File: src/rtl/irq_encoder4_2.sv
// ---------------------------------------------------------------------------
// irq_encoder4_2
//
// Sequential 4-to-2 priority encoder used as the interrupt/exception source
// encoder in front of the single-cycle MIPS control path.
//
// Rising edges on the request lines are captured into a pending vector. The
// index of the highest pending line is presented on code/valid. The consumer
// retires the presented event with ack. Every accepted ack advances a
// wrapping counter.
//
// Ports
//   clk        in   1      system clock, rising edge
//   reset      in   1      asynchronous, active-high reset
//   in         in   NIN    request lines (level); an event is a 0->1 change
//   ack        in   1      retire the currently presented code
//   code       out  ENC_W  index of the highest pending bit (bit NIN-1 wins)
//   valid      out  1      any pending bit set
//   multi      out  1      two or more pending bits set
//   lost       out  1      sticky: an event hit a line that was still pending
//   ack_count  out  CNT_W  accepted acks, modulo 2**CNT_W
// ---------------------------------------------------------------------------
module irq_encoder4_2 #(
    parameter int NIN   = 4,
    parameter int ENC_W = 2,
    parameter int CNT_W = 8
) (
    input  logic             clk,
    input  logic             reset,
    input  logic [NIN-1:0]   in,
    input  logic             ack,
    output logic [ENC_W-1:0] code,
    output logic             valid,
    output logic             multi,
    output logic             lost,
    output logic [CNT_W-1:0] ack_count
);

    // ------------------------------------------------------------------
    // State
    // ------------------------------------------------------------------
    logic [NIN-1:0]   in_q_reg;
    logic [NIN-1:0]   pending_reg;
    logic             lost_reg;
    logic [CNT_W-1:0] ack_count_reg;

    // ------------------------------------------------------------------
    // Next-state terms
    // ------------------------------------------------------------------
    logic [NIN-1:0]   rise;          // 0->1 transitions seen this cycle
    logic             accept;        // ack that actually retires something
    logic [NIN-1:0]   clr;           // one-hot retire mask
    logic [NIN-1:0]   pending_next;
    logic [NIN-1:0]   lost_hit;      // per-line overflow this cycle
    logic             lost_next;
    logic [CNT_W-1:0] ack_count_next;

    // Decoded view of the registered pending vector
    logic [ENC_W-1:0] code_enc;
    logic             valid_enc;
    logic             multi_enc;

    // ------------------------------------------------------------------
    // Priority encode. Outputs depend on pending_reg only, so there is no
    // combinational path from in or ack to code/valid/multi.
    // Scanning upward lets the highest set index overwrite lower ones.
    // ------------------------------------------------------------------
    always_comb begin
        code_enc = '0;
        for (int i = 0; i < NIN; i++) begin
            if (pending_reg[i]) begin
                code_enc = ENC_W'(i);
            end
        end
    end

    assign valid_enc = |pending_reg;

    // Clearing the lowest set bit leaves something only if two or more
    // bits were set.
    assign multi_enc = |(pending_reg & (pending_reg - NIN'(1)));

    // An ack while nothing is presented is ignored entirely.
    assign accept = ack & valid_enc;

    assign rise = in & ~in_q_reg;

    // ------------------------------------------------------------------
    // Per-line retire / capture / overflow logic
    // ------------------------------------------------------------------
    generate
        for (genvar gi = 0; gi < NIN; gi++) begin : g_line
            // Retire only the line currently being presented.
            assign clr[gi] = accept & (code_enc == ENC_W'(gi));

            // Set wins over clear: a fresh edge on the line being retired
            // keeps it pending as a new event.
            assign pending_next[gi] = (pending_reg[gi] & ~clr[gi]) | rise[gi];

            // A new edge on a line that is pending and not being retired
            // collapses two events into one.
            assign lost_hit[gi] = rise[gi] & pending_reg[gi] & ~clr[gi];
        end
    endgenerate

    assign lost_next      = lost_reg | (|lost_hit);
    assign ack_count_next = accept ? (ack_count_reg + CNT_W'(1)) : ack_count_reg;

    // ------------------------------------------------------------------
    // Registers. in_q resets to 0 so a line already high when reset is
    // released yields exactly one event on the first clock.
    // ------------------------------------------------------------------
    always_ff @(posedge clk or posedge reset) begin
        if (reset) begin
            in_q_reg      <= '0;
            pending_reg   <= '0;
            lost_reg      <= 1'b0;
            ack_count_reg <= '0;
        end else begin
            in_q_reg      <= in;
            pending_reg   <= pending_next;
            lost_reg      <= lost_next;
            ack_count_reg <= ack_count_next;
        end
    end

    // ------------------------------------------------------------------
    // Outputs
    // ------------------------------------------------------------------
    assign code      = code_enc;
    assign valid     = valid_enc;
    assign multi     = multi_enc;
    assign lost      = lost_reg;
    assign ack_count = ack_count_reg;

endmodule

File: config.mk
export PLATFORM = sky130hd
export DESIGN_NAME = irq_encoder4_2
export DESIGN_NICKNAME = d
export VERILOG_FILES = /design/src/rtl/irq_encoder4_2.sv
export SDC_FILE = /design/constraint.sdc
export NUM_CORES = 1
export LEC_CHECK = 0
export BUFFER_PORTS_ARGS = -buffer_cell sky130_fd_sc_hd__buf_4
export CAP_MARGIN = 25
export CORE_UTILIZATION = 53
export CTS_CLUSTER_DIAMETER = 80
export DETAILED_ROUTE_END_ITERATION = 8
export PLACE_DENSITY = 0.82
export SLEW_MARGIN = 0
export SYNTH_ARGS = -nofsm -noshare
export SYNTH_HDL_FRONTEND = slang
export SYNTH_SLANG_ARGS = --single-unit
File: constraint.sdc
create_clock -name clk -period 2.4 [get_ports clk]
set_input_delay 0.6 -clock clk [delete_from_list [all_inputs] [get_ports clk]]
set_output_delay 0.6 -clock clk [all_outputs]
set_load 0.01 [all_outputs]
* Word level (Yosys, flattened, before mapping)
Index checks and enable logic that the tools add are counted.
** Operators by class
- $add $sub $neg :: 2
- Equality and inequality tests :: 3
- Multiplexer cells :: 3
- Bitwise gates (word level) :: 29
- Reduce and logical (&&, ||, !) cells :: 4
** Operators by type and width (number)
- $and 1x1->1 :: 17
- $reduce_or 4->1 :: 3
- $add 8x1->8 const B :: 1
- $and 4x4->4 :: 2
- $or 1x1->1 :: 5
- $eq 2x2->1 const B :: 2
- $mux 2 :: 2
- $not 1->1 :: 4
- $not 4->4 :: 1
- $sub 4x1->4 const B :: 1
- $eq 2x1->1 const B :: 1
- $logic_not 2->1 :: 1
- $mux 1 :: 1
** Storage, ports and cells
- Register bits :: 17
- Word-level logic and storage cells :: 45

* Longest topological paths before layout
- Depth after elaboration :: 9
- Gate-level depth with buffers :: 5
- Mapped depth without buffers :: 3

* Worst setup path after synthesis
No wires, ideal clock.
- Path kind :: register to output
- Start :: register pending_reg[2]
- End :: output port valid
- Arrival time :: 1.033 ns
- Data required time :: 1.800 ns
- Slack :: 0.767 ns
- Stages on the path, launching flop included :: 3
- Path buffers :: 1
- Path through :: dfrtp_1 buf_6 or4_1
** Between the ends
- Longest elaborated chain between the ends :: 1
** Ends and longest elaborated chain
- start: declaration :: line 43 : logic [NIN-1:0] pending_reg;
- start signal: assignment :: line 121 : pending_reg <= pending_next;
- $reduce_or 4->1 :: line 77 : assign valid_enc = |pending_reg;
- end: declaration :: line 33 : output logic valid,
Every way passes these cells.

* Worst setup path in the final report
Same ends and word-level chain as after synthesis.

==> summary.txt <==
Floorplan
  • Initial Utilization: 57.97%
  • I/O pin count: 20
  • Core Region: 0.001334 mm2
  • # rows: 13
  • Full die area: 0.001616 mm2
  • Die H: 40.20 um
  • Die W: 40.20 um

Synthesis
  • Post-Syn Area: 773.2 um2
  • Synthesized flop and latch total: 17
  • Post-Syn Area per Cell: 11.21 um2
  • Netlist cell types: 27
  • Synthesis warning total: 0
  • Top cell type's share of synthesized area: 55.02%
  • Synth area leader: dfrtp_1
  • Cells after synthesis: 69
  • Sequential element share of the synthesized area: 55.02%
  • Syn nets: 77
  • Dominant cells by area after synthesis: dfrtp_1 (55%), xnor2_1 (6.8%), inv_1 (3.9%)

Pwr
  • Clock power frac: 16.5%
  • Leakage power: 0.0004445 uW
  • Overall Power: 854.0 uW
  • Psw: 278.4 uW
  • Comb power frac: 32.6%
  • Int Pwr: 575.7 uW
  • Peak VDD IR: 0.7613 mV
  • PD cells: 913.8 mW/mm2
  • Seq pwr share: 50.9%
  • Switch share: 32.60%

Worst setup path
  • Capturing point of the worst reg2reg path: ack_count[1]
  • Cell depth of the worst flop-to-flop path: 2
  • Worst-path fanout max: 10
  • R2R setup slack: 0.87 ns
  • Crit. End Element: output pin
  • CP startpoint kind: flip-flop
  • Critical path data arrival time: 1.43 ns
  • CP required: 1.80 ns
  • Reg2reg start: pending_reg[2]
  • Crit Path Category: flip-flop to output pin

Placed design
  • Placer Congestion: 0.6899
  • Dpl hpwl: 951.5 um
  • Post-Place Cells: 100
  • IO buf count: 19
  • Placed instance area: 907.1 um2

Routing
  • Detailed Route WL: 1265 um
  • First-pass DRT Iterations: 4
  • Drc violations: 0
  • Vias per cell: 5.163
  • Avg WL per Cell: 12.16 um
  • Detail Route Antenna Nets: 0
  • Vias: 537
  • First DRT Iteration DRCs: 10

Finish
  • Number of diodes: 0
  • Net count, final: 98
  • Commonest non-fill, non-tap cell in the layout: buf_4
  • Reg area: 425.4 um2
  • Finished Layout Cells: 104
  • Area of the multi-input gates: 290.3 um2
  • Area growth, synth to finish: 20.87%
  • Finished layout cell area: 934.6 um2
  • Layout cells sized above 1: 26.97%
  • Fill count: 108
  • Most frequent cells in the layout: buf_4 (19), dfrtp_1 (17), inv_1 (8)
  • Number of flip-flops in the largest register: 8

Clocking
  • CTS Buf Count: 3
  • Clk Latency, worst-skew pair: 0.27 ns
  • Cts hold-fix bufs: 0
  • Clock sink total: 17
  • CTS tree: built
  • Htree depth: 1
  • Setup bufs post-CTS: 0
  • CTS clock-pin slew for the worst setup and hold paths: 0.09 ns
  • Root buf cell: clkbuf_4
  • CTS Buffer Depth: 2
  • Post-cts sizing count: 0

Timing
  • Skew final: 0.002884 ns
  • Setup TNS: 0 ns
  • Fin crit period: 2.029 ns
  • Slew HR: 59.32%
  • # setup viols final: 0
  • Final hold slack: 0.3948 ns
  • Fin. Hold Viols: 0
  • Slew @ Worst Pin: 0.6095 ns
  • Fmax: 492.9 MHz
  • Slew Limit Fails: 0
  • Setup repair after global routing missed its margin: no
  • Fin crit share: 84.53%

Global routing
  • Initial antenna violation count: 0
  • First-pass GRT wire length: 1918 um
  • Pin count of the biggest net entering global routing: 18
  • Number of global-route vias before repair: 464
  • Global Route Usage Sum: 18.02%
  • GR Overflow Total: 0

Outcome
  • Status: completed

Run
  • Max-cap violation count: 0

Min path
  • Hold WC Path Type: input pin to async pin
==> logic make-up after synthesis <==
| logic type | count (synthesis) | synth area share, % |
|---|---|---|
| AO/OA/AOI/OAI | 8 | 6.959 |
| XOR/XNOR | 7 | 7.929 |
| adder cells (fa/ha/maj) | 2 | 2.912 |
| buffers and inverters | 11 | 7.443 |
| flip-flops | 17 | 55.02 |
| multiplexers | 1 | 1.941 |
| AND/OR/NAND/NOR | 23 | 17.80 |
==> worst max-delay path: stages (launching register included) <==
cell and delay [ns]:
dfrtp_1 0.48, or4_1 0.52, buf_4 0.15
==> power groups by stage <==
stage,registers (uW),clock network [uW],logic [uW]
final,435,141,279
after detailed placement,439,0,281
after floorplan,443,0,146
after CTS,435,149,284
after global placement,435,0,274
after global routing,445,160,309
==> per-stage QoR <==
| step | util, % | setup slack, ns |
|---|---|---|
| 2_1_floorplan | - | 0.7671 |
| 3_3_place_gp | 68.01 | 0.6946 |
| 3_5_place_dp | 68.01 | 0.6742 |
| 4_1_cts | 70.08 | 0.3592 |
| 5_1_grt | 70.08 | 0.2930 |
| 6_report | 70.08 | 0.3712 |
==> how the worst max path moves through the flow <==
stage                              start     to  slack (ns)  cells past startpoint
after floorplan           pending_reg[2]  valid        0.77                      2
after global placement    pending_reg[2]  valid        0.69                      2
after detailed placement  pending_reg[2]  valid        0.67                      2
after CTS                 pending_reg[2]  valid        0.36                      2
after global routing      pending_reg[2]  multi        0.29                      4
final                     pending_reg[2]  valid        0.37                      2
==> Yosys cell counts, drive strengths merged <==
library cell  instances
nor3                  1
and2                  1
dfrtp                17
and4                  1
nor4bb                1
or4b                  1
nand2b                1
o2111ai               1
buf                   3
ha                    1
nand3                 3
o21ai                 4
nand4                 3
nand4b                2
nand2                 4
and3                  1
nor2                  3
inv                   8
a21o                  1
o41a                  1
or4                   1
xor2                  1
xnor2                 6
o22ai                 1
maj3                  1
mux2                  1
==> area by class of cell <==
class	count	share of cell area, %
clock buffer	3	2.410
inverter	8	3.213
timing repair buffer	19	15.26
tap	15	2.008
multi-input combinational	41	31.06
sequential	17	45.52
clock inverter	1	0.5355
==> per-layer routing <==
| layer | wire [um] | vias to the layer above | global-route usage (%) | part of all wire, % |
|---|---|---|---|---|
| li1 | - | 277 | - | - |
| met1 | 610 | 246 | 23.83 | 48 |
| met2 | 592 | 12 | 30.24 | 47 |
| met3 | 51 | 2 | 3.333 | 4.0 |
| met4 | 11 | 0 | 5.000 | 0.87 |
| met5 | 0 | - | 0 | 0 |
Power figures use the tool's default switching activity.
